`config.mk`:
```
export PLATFORM = sky130hd
export DESIGN_NAME = chan_scan_serializer
export DESIGN_NICKNAME = d
export VERILOG_FILES = /design/src/rtl/chan_scan_pkg.sv /design/src/rtl/scan_onehot_dec.sv /design/src/rtl/chan_scan_serializer.sv
export SDC_FILE = /design/constraint.sdc
export NUM_CORES = 1
export LEC_CHECK = 0
export ABC_AREA = 0
export CAP_MARGIN = 5
export CORE_UTILIZATION = 54
export CTS_BUF_LIST = sky130_fd_sc_hd__clkbuf_8
export CTS_CLUSTER_DIAMETER = 40
export CTS_CLUSTER_SIZE = 28
export DETAILED_ROUTE_END_ITERATION = 12
export PLACE_DENSITY = 0.92
export SYNTH_ARGS = -nofsm -noshare
export SYNTH_HDL_FRONTEND = slang
export SYNTH_HIERARCHICAL = 1
export SYNTH_SLANG_ARGS = --single-unit
export TNS_END_PERCENT = 100
```
`constraint.sdc`:
```
create_clock -name clk -period 5.3 [get_ports clk]
set_clock_uncertainty 0.2 [all_clocks]
set_input_delay 0.795 -clock clk [delete_from_list [all_inputs] [get_ports clk]]
set_output_delay 0.795 -clock clk [all_outputs]
set_load 0.1 [all_outputs]
```
`src/rtl/chan_scan_pkg.sv`:
```
// Shared types and constants for the channel-scan serializer.
package chan_scan_pkg;

    typedef enum logic {
        IDLE = 1'b0,
        SCAN = 1'b1
    } state_t;

    // Width of a counter that holds values 0..dwell.
    function automatic int dwell_cnt_w(input int dwell);
        return $clog2(dwell + 1);
    endfunction

endpackage

```
`src/rtl/scan_onehot_dec.sv`:
```
// Binary channel index to one-hot select, forced to all-zero when not enabled.
module scan_onehot_dec #(
    parameter int NUM_CH = 4
) (
    input  logic [$clog2(NUM_CH)-1:0] idx,
    input  logic                      en,
    output logic [NUM_CH-1:0]         onehot
);

    always_comb begin
        // NOTE: assigning a default first means every path drives every bit, so no latch is inferred.
        onehot = '0;
        for (int k = 0; k < NUM_CH; k++) begin
            onehot[k] = en && (int'(idx) == k);
        end
    end

endmodule

```
`src/rtl/chan_scan_serializer.sv`:
```
// Snapshots NUM_CH parallel channels and serializes them with a per-channel dwell.
// Define CHAN_SCAN_MASK_EN to add ch_mask, which skips disabled channels.
module chan_scan_serializer
    import chan_scan_pkg::*;
#(
    parameter int NUM_CH = 4,
    parameter int CH_W   = 1,
    parameter int DWELL  = 1
) (
    input  logic                      clk,
    input  logic                      rst,
    input  logic [NUM_CH*CH_W-1:0]    din,
    input  logic                      start,
    input  logic                      continuous,
`ifdef CHAN_SCAN_MASK_EN
    input  logic [NUM_CH-1:0]         ch_mask,
`endif
    output logic                      busy,
    output logic [CH_W-1:0]           dout,
    output logic                      dout_valid,
    output logic [NUM_CH-1:0]         sel_onehot,
    output logic [$clog2(NUM_CH)-1:0] sel_idx,
    output logic                      frame_done
);

    localparam int IDX_W = $clog2(NUM_CH);
    localparam int CNT_W = dwell_cnt_w(DWELL);
    localparam logic [CNT_W-1:0] CNT_LAST = CNT_W'(DWELL - 1);

    state_t                   state, state_nxt;
    logic [NUM_CH*CH_W-1:0]   snap, snap_nxt;
    logic [NUM_CH-1:0]        mask, mask_nxt;
    logic [NUM_CH-1:0]        in_mask;
    logic [IDX_W-1:0]         idx_nxt;
    logic [CNT_W-1:0]         cnt, cnt_nxt;
    logic [CH_W-1:0]          dout_nxt;
    logic [NUM_CH-1:0]        onehot_nxt;
    logic                     frame_done_nxt;

`ifdef CHAN_SCAN_MASK_EN
    assign in_mask = ch_mask;
`else
    assign in_mask = '1;
`endif

    function automatic logic [IDX_W-1:0] first_en(input logic [NUM_CH-1:0] m);
        first_en = '0;
        for (int k = NUM_CH - 1; k >= 0; k--) begin
            if (m[k]) first_en = IDX_W'(k);
        end
    endfunction

    function automatic logic [IDX_W-1:0] last_en(input logic [NUM_CH-1:0] m);
        last_en = '0;
        for (int k = 0; k < NUM_CH; k++) begin
            if (m[k]) last_en = IDX_W'(k);
        end
    endfunction

    // Lowest enabled channel above cur; only used when cur is not the last enabled one.
    function automatic logic [IDX_W-1:0] next_en(input logic [NUM_CH-1:0] m,
                                                 input logic [IDX_W-1:0]  cur);
        next_en = cur;
        for (int k = NUM_CH - 1; k >= 0; k--) begin
            if (m[k] && k > int'(cur)) next_en = IDX_W'(k);
        end
    endfunction

    always_comb begin
        state_nxt = state;
        snap_nxt  = snap;
        mask_nxt  = mask;
        idx_nxt   = sel_idx;
        cnt_nxt   = cnt;
        case (state)
            IDLE: begin
                if (start && |in_mask) begin
                    state_nxt = SCAN;
                    snap_nxt  = din;
                    mask_nxt  = in_mask;
                    idx_nxt   = first_en(in_mask);
                    cnt_nxt   = '0;
                end
            end
            SCAN: begin
                if (cnt != CNT_LAST) begin
                    cnt_nxt = cnt + 1'b1;
                end else if (sel_idx != last_en(mask)) begin
                    idx_nxt = next_en(mask, sel_idx);
                    cnt_nxt = '0;
                end else if (continuous && |in_mask) begin
                    // Back-to-back frame: fresh snapshot, no idle gap.
                    snap_nxt = din;
                    mask_nxt = in_mask;
                    idx_nxt  = first_en(in_mask);
                    cnt_nxt  = '0;
                end else begin
                    state_nxt = IDLE;
                    idx_nxt   = '0;
                    cnt_nxt   = '0;
                end
            end
            default: state_nxt = IDLE;
        endcase
    end

    // Outputs are registered, so they are computed from the next-state values.
    always_comb begin
        dout_nxt       = '0;
        frame_done_nxt = 1'b0;
        if (state_nxt == SCAN) begin
            dout_nxt       = snap_nxt[int'(idx_nxt)*CH_W +: CH_W];
            frame_done_nxt = (cnt_nxt == CNT_LAST) && (idx_nxt == last_en(mask_nxt));
        end
    end

    scan_onehot_dec #(.NUM_CH(NUM_CH)) u_dec (
        .idx    (idx_nxt),
        .en     (state_nxt == SCAN),
        .onehot (onehot_nxt)
    );

    always_ff @(posedge clk) begin
        // NOTE: sequential state uses non-blocking assignments so every register samples pre-edge values.
        if (rst) begin
            // NOTE: the snapshot is ordinary flops, not a memory array, so clearing it on reset is cheap.
            state      <= IDLE;
            snap       <= '0;
            mask       <= '0;
            cnt        <= '0;
            sel_idx    <= '0;
            busy       <= 1'b0;
            dout_valid <= 1'b0;
            dout       <= '0;
            sel_onehot <= '0;
            frame_done <= 1'b0;
        end else begin
            state      <= state_nxt;
            snap       <= snap_nxt;
            mask       <= mask_nxt;
            cnt        <= cnt_nxt;
            sel_idx    <= idx_nxt;
            busy       <= (state_nxt == SCAN);
            dout_valid <= (state_nxt == SCAN);
            dout       <= dout_nxt;
            sel_onehot <= onehot_nxt;
            frame_done <= frame_done_nxt;
        end
    end

endmodule

```
Word-level counts from Yosys, hierarchy flattened
Cells that the tools add are included.
- $lt $le $gt $ge: 3
- reductions and logical operators: 10
- multiplexer cells: 34
- shift operators: 1
- bitwise logic cells: 3
- equal/unequal tests: 5
- add/sub/neg operators: 1
- operator list (operator ; count):
    4-bit 2-to-1 mux ; 8
    2-bit 2-to-1 mux ; 13
    4-bit case mux with 2 select lines ; 2
    1-bit logical AND ; 8
    1-bit 2-to-1 mux ; 8
    2-bit equality test, second input constant ; 2
    2-bit greater-than comparator, first input constant ; 2
    1-bit case mux with 2 select lines ; 2
    2-bit case mux with 2 select lines ; 1
    4-bit by 3-bit indexed part select with 1-bit output ; 1
    1-bit NOT ; 3
    2-bit by 1-bit equality test with 1-bit output, second input constant ; 1
    2-bit equality test ; 1
    1-bit by 2-bit greater-than comparator with 1-bit output, first input constant ; 1
    2-bit zero test ; 1
    2-bit inequality test ; 1
    2-bit OR reduction ; 1
    1-bit adder, second input constant ; 1
- input bits: 8
- output and inout port bits: 10
- logic and storage cells: 65
- register bits after elaboration: 17

Depth between registers and ports, before layout
Gate-level depths: netlist of run 1.
- word-level depth: 15
- gate-level depth with buffers: 8
- gate-level depth less buffers: 7

Hierarchy
Netlist of run 1, hierarchy kept.
- by module, submodules not included (module ; area each (µm²) ; sequential area each (µm²) ; cells an instance ; instances):
    chan_scan_serializer ; 908.4 ; 340.3 ; 97 ; 1
    scan_onehot_dec ; 37.5 ; 0.0 ; 4 ; 1

Least setup slack after synthesis of run 1
No wires, ideal clock.
- path type: register to register
- start: reg state
- end: reg sel_onehot[3]
- setup slack: 2475 ps
- period minus slack after synthesis: 2825 ps
- buffers on the path: 1
- stages on the path, launching flop included: 8
- arrival: 2511 ps
- required time: 4986 ps
- setup time: 114 ps
- cells stage by stage: dfxtp_1 buf_4 or4b_2 a211oi_1 or3_1 inv_1 and3_2 nor2b_1
- elaborated cells on any way between the ends: 5
- classes of those cells: 1 x eq/ne; 2 x mux; 1 x bitwise; 1 x reduce/logical
- RTL lines (element ; RTL line ; RTL):
    start: declaration ; chan_scan_serializer.sv:30 ; state_t state, state_nxt;
    start signal: assignment ; chan_scan_serializer.sv:138 ; state <= state_nxt;
    1-bit NOT ; - ;
    1-bit case mux with 2 select lines * ; chan_scan_serializer.sv:75 ; case (state)
    via state_nxt ; chan_scan_serializer.sv:30 ;
    1-bit logical AND * ; scan_onehot_dec.sv:14 ; onehot[k] = en && (int'(idx) == k);
    via onehot_nxt[3] ; chan_scan_serializer.sv:37 ; logic [NUM_CH-1:0] onehot_nxt;
    end signal: assignment ; chan_scan_serializer.sv:146 ; sel_onehot <= onehot_nxt;
    end: declaration ; chan_scan_serializer.sv:21 ; output logic [NUM_CH-1:0] sel_onehot,
The timed path passes the listed nets; every way through them passes the cells marked *.
A chain may end at the register's enable or synchronous reset.

Worst setup path in the final report of run 1
- start: reg sel_idx[0]
- end: out sel_idx[0]
- RTL lines (element ; RTL line ; RTL):
    start: declaration ; chan_scan_serializer.sv:22 ; output logic [$clog2(NUM_CH)-1:0] sel_idx,
    start signal: assignment ; chan_scan_serializer.sv:142 ; sel_idx <= idx_nxt;
No word-level cell between the ends.

==> summary.txt, run 1 <==
Floorplan
  – Die area: 1923 um^2
  – Initial core utilization: 60.00%
  – Row Count: 14
  – Die width: 43.86 um
  – Core footprint: 1577 um^2
  – Die height: 43.86 um
  – Boundary Pins: 18

GRT
  – Initial antenna violation count: 0
  – Number of global-route vias before repair: 710
  – Global Route Usage Sum: 22.38%
  – Remaining global-route overflow: 0
  – Largest net degree at the start of global routing: 17
  – Global-route wire length before repair: 3167 um

STA
  – Final worst slack: 2264 ps
  – Finish-stage setup viols: 0
  – Slew Limit Headroom: 34.85%
  – Final hold violations: 0
  – Final worst-path cycle share: 57.28%
  – Peak Freq: 329.4 MHz
  – Slew Limit Fails: 0
  – RSZ-0062 raised after global routing: no
  – Slew @ Worst Pin: 974.2 ps
  – Fin Setup TNS: 0 ps
  – Period minus WS final: 3036 ps

Yosys
  – Post-synthesis compound-gate area fraction: 18.78%
  – EDFF count, synth: 0
  – Mapped Cells: 101
  – Largest family of logic cells by synthesized area: simple AND/OR/NAND/NOR gates
  – Yosys top cell area share: 35.98%
  – Part of the Yosys area used for sequential elements: 35.98%
  – Yosys reg bits: 17
  – Syn Area/Cell: 9.365 um^2
  – Syn Std Cell Area: 945.9 um^2
  – Primary FF master, synth: dfxtp_1
  – Xor/xnor share of the synthesized area: 0.9259%
  – Post-synthesis simple-gate area fraction: 29.50%
  – Synth top area cells: dfxtp_1 (36%), nor2b_1 (5.3%), nor2_1 (4.8%), mux2i_1 (3.2%), mux2_4 (3.2%)
  – Mux contribution to synthesized area: 6.349%
  – Most area-hungry cell type in the Yosys netlist: dfxtp_1
  – Adder-cell share of the synthesized area: 0%
  – Fraction of registers with async set/reset: 0%
  – Syn. warnings: 6
  – Synthesized net count: 109
  – Synth unique cells: 43

Hold path
  – WHS Endpoint: snap[2]$_SDFF_PP0_
  – Min-Delay Startpoint: snap[2]$_SDFF_PP0_
  – Hold Path Class: flop to flop
  – Hold depth: 2

Final layout
  – Layout net count: 124
  – Layout cells sized above 1: 13.04%
  – Area grow syn2layout: 19.18%
  – N_diodes: 0

Worst setup path
  – Worst Path Buf+Inv: 1
  – Critical path cell sequence: clkdlybuf4s50_1
  – Max incr delay on CP: 1220 ps
  – CP arrival: 2040 ps
  – Reg2Reg Depth: 6
  – Crit Path Class: flop to output port
  – CP Max Fanout: 12
  – Worst reg2reg path endpoint: sel_onehot[3]$_SDFF_PP0_
  – Critical Path Start Type: flop
  – Worst path slowest cell: clkdlybuf4s50_1
  – Worst Setup End Kind: output port
  – WP data required: 4300 ps
  – Reg2reg start: mask[3]$_SDFF_PP0_
  – Cell family with most CP delay: buffers and inverters
  – R2r setup slk: 2830 ps

Placement
  – Hpwl dp: 1289 um
  – Routability cong.: 0.8889
  – IO buf count: 17
  – Place WS: 2226 ps

Status
  – Outcome: finished, final reports clean

Clock network
  – Post-CTS setup buffer count: 0
  – H-tree level count: 1
  – Root buf cell: clkbuf_8
  – Clock tree from TritonCTS: done
  – Hold-fix buffers at CTS: 0
  – Clock transition at path regs: 60 ps
  – Num CTS Buffers: 3
  – Clock Sinks: 17
  – Post_cts resized: 0
  – Worst-Skew Late Latency: 250 ps
  – CTS max path bufs: 2

Power
  – Pwr dens: 316.4 nW/um^2
  – Worst VDD drop: 0.0002461 V
  – Standby leakage power: 0.0004516 uW

Job
  – Max-cap violation count: 0

Detailed routing
  – DRT iter0 DRCs: 25
  – Detailed Routing Iterations Pass 1: 6
  – Via count: 760
  – Antenna Nets Post-Route: 0
  – # DRC: 0
  – WL final: 1741 um
  – Via-per-instance ratio: 5.802
  – Wire per inst: 13.29 um
[worst max path at each step]
stage | start | endpoint | slack (ps) | cells past startpoint
CTS | sel_idx[0]$_SDFF_PP0_ | sel_idx[0] | 2270 | 1
global placement | continuous | sel_onehot[3]$_SDFF_PP0_ | 2290 | 7
global route | sel_idx[0]$_SDFF_PP0_ | sel_idx[0] | 2190 | 1
finish | sel_idx[0]$_SDFF_PP0_ | sel_idx[0] | 2260 | 1
detailed placement | continuous | sel_onehot[3]$_SDFF_PP0_ | 2230 | 7
floorplan | state$_SDFF_PP0_ | sel_onehot[3]$_SDFF_PP0_ | 2480 | 7
[Yosys cell counts (2+ instances only)]
cell	count
mux2_4	2
nand2_1	6
nor2_1	12
mux2i_1	3
a21o_1	2
and2b_1	2
nor2b_1	8
buf_4	3
nand2b_1	3
o21ai_0	2
buf_6	2
a21oi_1	2
dfxtp_1	17
inv_1	7
and3b_1	2
[power breakdown]
group	switching, uW	total, uW	internal [uW]
logic	73.5	115	41.2
registers	12.6	150	138
clock network	40.5	91.8	51.3
total	127	357	230
[through the flow]
| step | hold slack (ps) | util [%] | instances | area (um^2) | power [uW] |
|---|---|---|---|---|---|
| floorplan | 254.3 | - | 101 | 945.9 | 245.9 |
| global placement | 272.8 | 68.65 | 127 | 1082 | 264.4 |
| detailed placement | 287.1 | 68.65 | 127 | 1082 | 267.7 |
| CTS | 302.4 | 71.51 | 131 | 1127 | 359.1 |
| global route | 341.4 | 71.51 | 131 | 1127 | 372.9 |
| finish | 290.8 | 71.51 | 131 | 1127 | 356.7 |
[cell type report]
cell class | count | area, um^2
Sequential cell | 17 | 340.3
Clock inverter | 1 | 3.754
Timing Repair Buffer | 17 | 170.2
Inverter | 7 | 26.28
Clock buffer | 3 | 41.29
Multi-Input combinational cell | 70 | 525.5
Tap cell | 16 | 20.02
Fill cell | 117 | 449.2
[cells by family (layout without fill, tap and decap cells)]
kind of cell | after synthesis | after routing
buffers and inverters | 14 | 28
DFF | 17 | 17
AOI/OAI and AO/OA | 18 | 18
muxes | 5 | 5
and+or+nand+nor | 46 | 46
xor gates and xnor gates | 1 | 1
[routing by layer]
metal	GRT usage [%]	part of all wire (%)
met4	9.697	1.6
met3	5.000	4.0
met2	37.31	50
met1	27.65	44
met5	0	0
[worst reg2reg max path: cells and delay by family, from the launching register on]
kind / cells / cell delay, ps
and+or+nand+nor: 4 / 1150
AOI/OAI and AO/OA: 1 / 460
DFF: 1 / 440
buffers and inverters: 1 / 100
[placed cells by master (no fill, tap or decap), types with 2 or more instances in the layout]
| cell | netlist | routed |
|---|---|---|
| inv_1 | 7 | 8 |
| o21ai_0 | 2 | 2 |
| nor2_1 | 12 | 12 |
| mux2_4 | 2 | 2 |
| clkbuf_8 | 0 | 3 |
| clkdlybuf4s50_1 | 0 | 17 |
| mux2i_1 | 3 | 3 |
| nand2_1 | 6 | 6 |
| nor2b_1 | 8 | 8 |
| a21oi_1 | 2 | 2 |
| and3b_1 | 2 | 2 |
| and2b_1 | 2 | 2 |
| nand2b_1 | 3 | 3 |
| dfxtp_1 | 17 | 17 |
| a21o_1 | 2 | 2 |
[flip-flops by register name (all words and copies together), names as in the netlist]
signal,count
sel_onehot,4
cnt,1
dout,1
sel_idx,2
snap,4
mask,3
state,1
frame_done,1
Power figures use the tool's default switching activity.
==> run 2, diff against run 1 <==
--- a/config.mk
+++ b/config.mk
@@ -7,12 +7,12 @@
 export LEC_CHECK = 0
 export ABC_AREA = 0
 export CAP_MARGIN = 5
-export CORE_UTILIZATION = 54
+export CORE_UTILIZATION = 53
 export CTS_BUF_LIST = sky130_fd_sc_hd__clkbuf_8
 export CTS_CLUSTER_DIAMETER = 40
 export CTS_CLUSTER_SIZE = 28
 export DETAILED_ROUTE_END_ITERATION = 12
-export PLACE_DENSITY = 0.92
+export PLACE_DENSITY = 0.91
 export SYNTH_ARGS = -nofsm -noshare
 export SYNTH_HDL_FRONTEND = slang
 export SYNTH_HIERARCHICAL = 1
==> constraint.sdc (replaced) <==
create_clock -name clk -period 3 [get_ports clk]
set_clock_uncertainty 0.2 [all_clocks]
set_input_delay 0.45 -clock clk [delete_from_list [all_inputs] [get_ports clk]]
set_output_delay 0.45 -clock clk [all_outputs]
set_load 0.1 [all_outputs]
==> run 2 against run 1 <==
  * Design area shrank 1.2%
  * Power grew 77%
  * Worst setup slack lost 1700 ps
  * Hold slack gained 2.1 ps
  * Flip-flop and latch count is the same
  * Highest routed layer unchanged
  * Largest power group unchanged
  * Clock-buffer cell count is the same
  * Final cell count grew 6.1%
  * The flow now finishes with violations (DRC)
  * Register-to-register slack lost 2200 ps
==> summary.txt, run 2 (synthesis gave the netlist of run 1 again) <==
Detailed routing
  – DRT iter0 DRCs: 14 (was 25)
  – Via-per-instance ratio: 5.496 (was 5.802)
  – Wire per inst: 12.81 um (was 13.29 um)
  – Antenna Nets Post-Route: 0 (unchanged)
  – WL final: 1781 um (was 1741 um)
  – # DRC: 2 (was 0)
  – Detailed Routing Iterations Pass 1: 9 (was 6)
  – Via count: 764 (was 760)

Final layout
  – Layout cells sized above 1: 22.61% (was 13.04%)
  – Largest registers in the final layout: sel_onehot: 4 flops, snap: 4 flops, mask: 3 flops (unchanged)
  – Most frequent cells in the layout: dfxtp_1 (17), nor2_1 (12), buf_4 (10) (was dfxtp_1 (17), clkdlybuf4s50_1 (17), nor2_1 (12))
  – N_diodes: 0 (unchanged)
  – Commonest non-fill, non-tap cell in the layout: dfxtp_1
  – Area grow syn2layout: 17.73% (was 19.18%)
  – Layout net count: 124 (unchanged)
  – Non-Filler Instances: 139 (was 131)

GRT
  – Number of global-route vias before repair: 662 (was 710)
  – Largest net degree at the start of global routing: 17 (unchanged)
  – Global Route Usage Sum: 20.82% (was 22.38%)
  – Remaining global-route overflow: 0 (unchanged)
  – Global-route wire length before repair: 2967 um (was 3167 um)
  – Initial antenna violation count: 0 (unchanged)

STA
  – Peak Freq: 404.2 MHz
  – RSZ-0062 raised after global routing: no (unchanged)
  – Slew Limit Fails: 0 (unchanged)
  – Period minus WS final: 2474 ps
  – Final worst-path cycle share: 82.47%
  – Fin Setup TNS: 0 ps (unchanged)
  – Slew Limit Headroom: 63.64% (was 34.85%)
  – Slew @ Worst Pin: 543.7 ps (was 974.2 ps)
  – Fin Hold WS: 292.9 ps (was 290.8 ps)
  – Final hold violations: 0 (unchanged)
  – Finish-stage setup viols: 0 (unchanged)

Power
  – Power Total: 631.1 uW (was 356.7 uW)
  – Pint: 404.4 uW (was 230.2 uW)
  – Worst VDD drop: 0.0003747 V (was 0.0002461 V)
  – Standby leakage power: 0.0004678 uW (was 0.0004516 uW)
  – Clock share of power: 26.3% (was 25.7%)
  – Pwr dens: 566.7 nW/um^2 (was 316.4 nW/um^2)
  – Switching Power: 226.7 uW (was 126.5 uW)
  – Sequential power share: 42.3% (was 42.1%)
  – Comb power frac: 31.5% (was 32.1%)
  – Switching portion of total power: 35.93% (was 35.47%)

Status
  – Failing checks: DRC
  – Outcome: complete, but fails checks (was finished, final reports clean)

Clock network
  – Clock tree from TritonCTS: done (unchanged)
  – Num CTS Buffers: 3 (unchanged)
  – Worst-Skew Late Latency: 250 ps (about the same)
  – Hold-fix buffers at CTS: 0 (unchanged)
  – CTS max path bufs: 2 (unchanged)
  – Root buf cell: clkbuf_8 (unchanged)
  – Post-CTS setup buffer count: 0 (unchanged)
  – Clock Sinks: 17 (unchanged)
  – H-tree level count: 1 (unchanged)
  – Post_cts resized: 0 (unchanged)
  – Clock transition at path regs: 60 ps (about the same)

Worst setup path
  – Worst Setup End Kind: flop (was output port)
  – WP data required: 2920 ps (was 4300 ps)
  – Worst path slowest cell: or4b_2 (was clkdlybuf4s50_1)
  – Crit Path Class: input pin to flop (was flop to output port)
  – CP Max Fanout: 4 (was 12)
  – Critical path cell sequence: clkdlybuf4s50_1 > or4b_2 > a211oi_1 > or3_1 > inv_1 > and3_2 > nor2b_1 (was clkdlybuf4s50_1)
  – Max incr delay on CP: 680 ps (was 1220 ps)
  – Critical Path Start Type: input pin (was flop)
  – CP arrival: 2400 ps (was 2040 ps)

Floorplan
  – Die width: 44.25 um (was 43.86 um)
  – Row Count: 14 (unchanged)
  – Die height: 44.25 um (was 43.86 um)
  – Core footprint: 1594 um^2 (was 1577 um^2)
  – Die area: 1958 um^2 (was 1923 um^2)
  – Boundary Pins: 18 (unchanged)
  – Initial core utilization: 59.34% (was 60.00%)

Hold path
  – Hold Path Class: flop to flop (unchanged)

Placement
  – IO buf count: 17 (unchanged)
  – Routability cong.: 0.8634 (was 0.8889)
  – Hpwl dp: 1260 um (was 1289 um)
  – Cell count after placement: 135 (was 127)

Job
  – Max-cap violation count: 0 (unchanged)
## run 2: stage by stage
stage	cell area, um^2	setup slack [ps]	utilization, %
global placement	1067	328.6	66.95
finish	1114	525.9	69.86
detailed placement	1067	274.8	66.95
global route	1114	455.0	69.86
floorplan	945.9	175.5	-
CTS	1114	521.8	69.86
## run 2: cell type report
| class | instances | area, um^2 |
|---|---|---|
| multi-input combinational | 70 | 525.5 |
| fill | 132 | 480.5 |
| sequential | 17 | 340.3 |
| timing repair buffer | 17 | 145.1 |
| clock buffer | 3 | 41.29 |
| tap | 24 | 30.03 |
| inverter | 7 | 26.28 |
| clock inverter | 1 | 5.005 |
## run 2: power by group through the flow
stage,Combinational (uW),Clock (uW),Sequential [uW]
3_5_place_dp,198,0,272
5_1_grt,211,184,269
6_report,198,166,267
2_1_floorplan,113,0,322
4_1_cts,199,172,266
3_3_place_gp,195,0,270
## run 2: worst paths after layout
path,slack (ps),end,cells past startpoint,start
worst min-delay path,290,snap[2]$_SDFF_PP0_,2,snap[2]$_SDFF_PP0_
worst max register to register,640,sel_onehot[3]$_SDFF_PP0_,6,mask[3]$_SDFF_PP0_
worst max-delay path,530,sel_onehot[3]$_SDFF_PP0_,7,continuous
worst min register to register,290,snap[2]$_SDFF_PP0_,2,snap[2]$_SDFF_PP0_
## run 2: layer usage
metal	up-vias	track usage, %	wire, um
met5	-	0	0
met4	0	9.091	9
met3	2	4.898	107
met2	26	34.12	852
met1	361	26.02	812
li1	375	-	-
## run 2: worst max-delay path, delay by kind of cell
family          cells  cell delay, ps
simple gates        4            1190
compound gates      1             230
buf+inv             2             530
==> run 3, diff against run 2 <==
--- a/config.mk
+++ b/config.mk
@@ -7,12 +7,13 @@
 export LEC_CHECK = 0
 export ABC_AREA = 0
 export CAP_MARGIN = 5
-export CORE_UTILIZATION = 53
+export CORE_ASPECT_RATIO = 1.4
+export CORE_UTILIZATION = 48
 export CTS_BUF_LIST = sky130_fd_sc_hd__clkbuf_8
 export CTS_CLUSTER_DIAMETER = 40
 export CTS_CLUSTER_SIZE = 28
 export DETAILED_ROUTE_END_ITERATION = 12
-export PLACE_DENSITY = 0.91
+export PLACE_DENSITY = 0.88
 export SYNTH_ARGS = -nofsm -noshare
 export SYNTH_HDL_FRONTEND = slang
 export SYNTH_HIERARCHICAL = 1
==> constraint.sdc (replaced) <==
create_clock -name clk -period 2 [get_ports clk]
set_clock_uncertainty 0.2 [all_clocks]
set_input_delay 0.3 -clock clk [delete_from_list [all_inputs] [get_ports clk]]
set_output_delay 0.3 -clock clk [all_outputs]
set_load 0.1 [all_outputs]
==> run 3 against run 2 <==
  * The flow finishes with violations (setup timing)
  * Die area is 10% higher
  * Design area is 26% higher
  * Combinational power is 120% higher
  * Clock power is 51% higher
  * Critical path depth is 1 lower
  * Flip-flop and latch count stayed put
  * Core utilization is 8.3 points higher
  * Clock-buffer cell count stayed put
  * Global-route usage is 4.4 points higher
  * Worst setup slack worse by 630 ps
  * Sequential power is 45% higher
  * Critical path type is now flop to flop
  * Critical endpoint is now dout$_SDFF_PP0_
  * Largest cell class unchanged
  * Largest power group is now combinational logic
  * Highest routed layer unchanged
==> summary.txt, run 3 (synthesis gave the netlist of run 1 again) <==
Status
  – Outcome: complete, but fails checks (unchanged)
  – Failing checks: setup timing (was DRC)

Final layout
  – Multi-input gate area: 593.1 um^2 (was 525.5 um^2)
  – Non-Filler Instances: 156 (was 139)
  – N_diodes: 0 (unchanged)
  – Most frequent cells in the layout: buf_4 (24), dfxtp_1 (12), nor2_1 (11) (was dfxtp_1 (17), nor2_1 (12), buf_4 (10))
  – Commonest non-fill, non-tap cell in the layout: buf_4 (was dfxtp_1)
  – FF+latch area: 354.1 um^2 (was 340.3 um^2)
  – Largest registers in the final layout: sel_onehot: 4 flops, snap: 4 flops, mask: 3 flops (unchanged)
  – Layout cells sized above 1: 47.06% (was 22.61%)
  – Area grow syn2layout: 48.81% (was 17.73%)
  – Fillers: 118 (was 132)
  – Design Area, Final: 1408 um^2 (was 1114 um^2)
  – Layout net count: 145 (was 124)

Floorplan
  – Core footprint: 1802 um^2 (was 1594 um^2)
  – Row Count: 18 (was 14)
  – Die width: 39.52 um (was 44.25 um)
  – Die height: 54.53 um (was 44.25 um)
  – Boundary Pins: 18 (unchanged)
  – Die area: 2155 um^2 (was 1958 um^2)
  – Initial core utilization: 52.50% (was 59.34%)

Worst setup path
  – Reg2reg start: mask[1]$_SDFF_PP0_ (was mask[3]$_SDFF_PP0_)
  – R2r setup slk: -100 ps (was 640 ps)
  – Crit Path Class: flop to flop (was input pin to flop)
  – Worst Setup End Kind: flop (unchanged)
  – Worst reg2reg path endpoint: dout$_SDFF_PP0_ (was sel_onehot[3]$_SDFF_PP0_)
  – CP Max Fanout: 4 (unchanged)
  – WP data required: 1940 ps (was 2920 ps)
  – CP arrival: 2050 ps (was 2400 ps)
  – Critical Path Start Type: flop (was input pin)
  – Reg2Reg Depth: 6 (unchanged)

STA
  – Peak Freq: 475.1 MHz
  – Fin Hold WS: 302.5 ps (was 292.9 ps)
  – Finish-stage setup viols: 7 (was 0)
  – RSZ-0062 raised after global routing: yes (was no)
  – Slew Limit Headroom: 76.74% (was 63.64%)
  – Final worst slack: -104.8 ps (was 525.9 ps)
  – Slew Limit Fails: 0 (unchanged)
  – Period minus WS final: 2105 ps
  – Slew @ Worst Pin: 348.9 ps (was 543.7 ps)
  – Final hold violations: 0 (unchanged)
  – Final worst-path cycle share: 105.2%

Detailed routing
  – DRT iter0 DRCs: 18 (was 14)
  – Antenna Nets Post-Route: 0 (unchanged)
  – Wire per inst: 15.88 um (was 12.81 um)
  – Via count: 872 (was 764)
  – Detailed Routing Iterations Pass 1: 4 (was 9)
  – # DRC: 0 (was 2)
  – WL final: 2477 um (was 1781 um)
  – Via-per-instance ratio: 5.590 (was 5.496)

Hold path
  – Min-Delay Startpoint: snap[2]$_SDFF_PP0_ (unchanged)
  – WHS Endpoint: snap[2]$_SDFF_PP0_ (unchanged)
  – Hold Path Class: flop to flop (unchanged)
  – Hold depth: 2 (unchanged)

Clock network
  – Clock transition at path regs: 60 ps (about the same)
  – CTS max path bufs: 2 (unchanged)
  – Clock Sinks: 17 (unchanged)
  – Clock tree from TritonCTS: done (unchanged)
  – Root buf cell: clkbuf_8 (unchanged)
  – H-tree level count: 1 (unchanged)
  – Worst-Skew Late Latency: 250 ps (about the same)
  – Num CTS Buffers: 3 (unchanged)

Placement
  – Placement Cell Area: 1287 um^2 (was 1067 um^2)
  – Hpwl dp: 1678 um (was 1260 um)
  – Cell count after placement: 151 (was 135)
  – Routability cong.: 0.7497 (was 0.8634)
  – IO buf count: 17 (unchanged)

GRT
  – Global Route Usage Sum: 25.21% (was 20.82%)
  – Initial antenna violation count: 0 (unchanged)
  – Largest net degree at the start of global routing: 13 (was 17)
  – Global-route wire length before repair: 3657 um (was 2967 um)
  – Remaining global-route overflow: 0 (unchanged)
  – Number of global-route vias before repair: 829 (was 662)

Power
  – Power Total: 1064 uW (was 631.1 uW)
  – Worst VDD drop: 0.0006276 V (was 0.0003747 V)
  – Pwr dens: 756.2 nW/um^2 (was 566.7 nW/um^2)
  – Standby leakage power: 0.0005945 uW (was 0.0004678 uW)

Job
  – Max-cap violation count: 0 (unchanged)
[run 3: metrics by stage]
stage | setup TNS (ps) | setup WS, ps | util, %
5_1_grt | -839.8 | -168.2 | 78.13
2_1_floorplan | -1281 | -249.1 | -
4_1_cts | -151.3 | -88.12 | 77.15
3_3_place_gp | -2472 | -347.4 | 71.46
6_report | -323.8 | -104.8 | 78.13
3_5_place_dp | -3034 | -397.4 | 71.46
[run 3: where the power goes]
group / switching, uW / internal (uW)
combinational: 247 / 182
sequential: 20.1 / 365
clock: 112 / 138
total: 379 / 686
[run 3: critical path: stages, from the launching register on]
cell and delay, ps:
dfxtp_2 340, or3_4 410, a2111oi_4 380, a211oi_4 110
mux2_4 330, o2111ai_2 160, nand2_1 70
[run 3: how the worst max path moves through the flow]
stage | start | slack, ps | end
2_1_floorplan | sel_idx[1]$_SDFF_PP0_ | -250 | sel_onehot[3]$_SDFF_PP0_
3_3_place_gp | continuous | -350 | sel_onehot[3]$_SDFF_PP0_
3_5_place_dp | continuous | -400 | sel_onehot[3]$_SDFF_PP0_
4_1_cts | mask[1]$_SDFF_PP0_ | -90 | dout$_SDFF_PP0_
5_1_grt | mask[1]$_SDFF_PP0_ | -170 | dout$_SDFF_PP0_
6_report | mask[1]$_SDFF_PP0_ | -100 | dout$_SDFF_PP0_
[run 3: cell type report]
cell class                 instances  share of cell area (%)
clock buffer                       3                   2.933
clock inverter                     1                  0.3556
inverter                           7                   1.867
multi-input combinational         70                   42.13
sequential                        17                   25.16
tap                               20                   1.778
timing repair buffer              38                   25.78
[run 3: routing by layer]
metal  global-route usage, %  part of all wire [%]  up-vias
met3                   2.439                   2.3       11
met5                       0                     0        -
met2                   45.63                    56       21
met1                   26.52                    38      421
li1                        -                     -      419
met4                   16.09                   3.3        0
[run 3: timing repair]
item | CTS | global route
hold buffers | 0 | 0
resized for setup | 15 | 4
endpoints found under the setup margin | 7 | 10
setup buffers | 1 | 0
pin swaps | 1 | 0
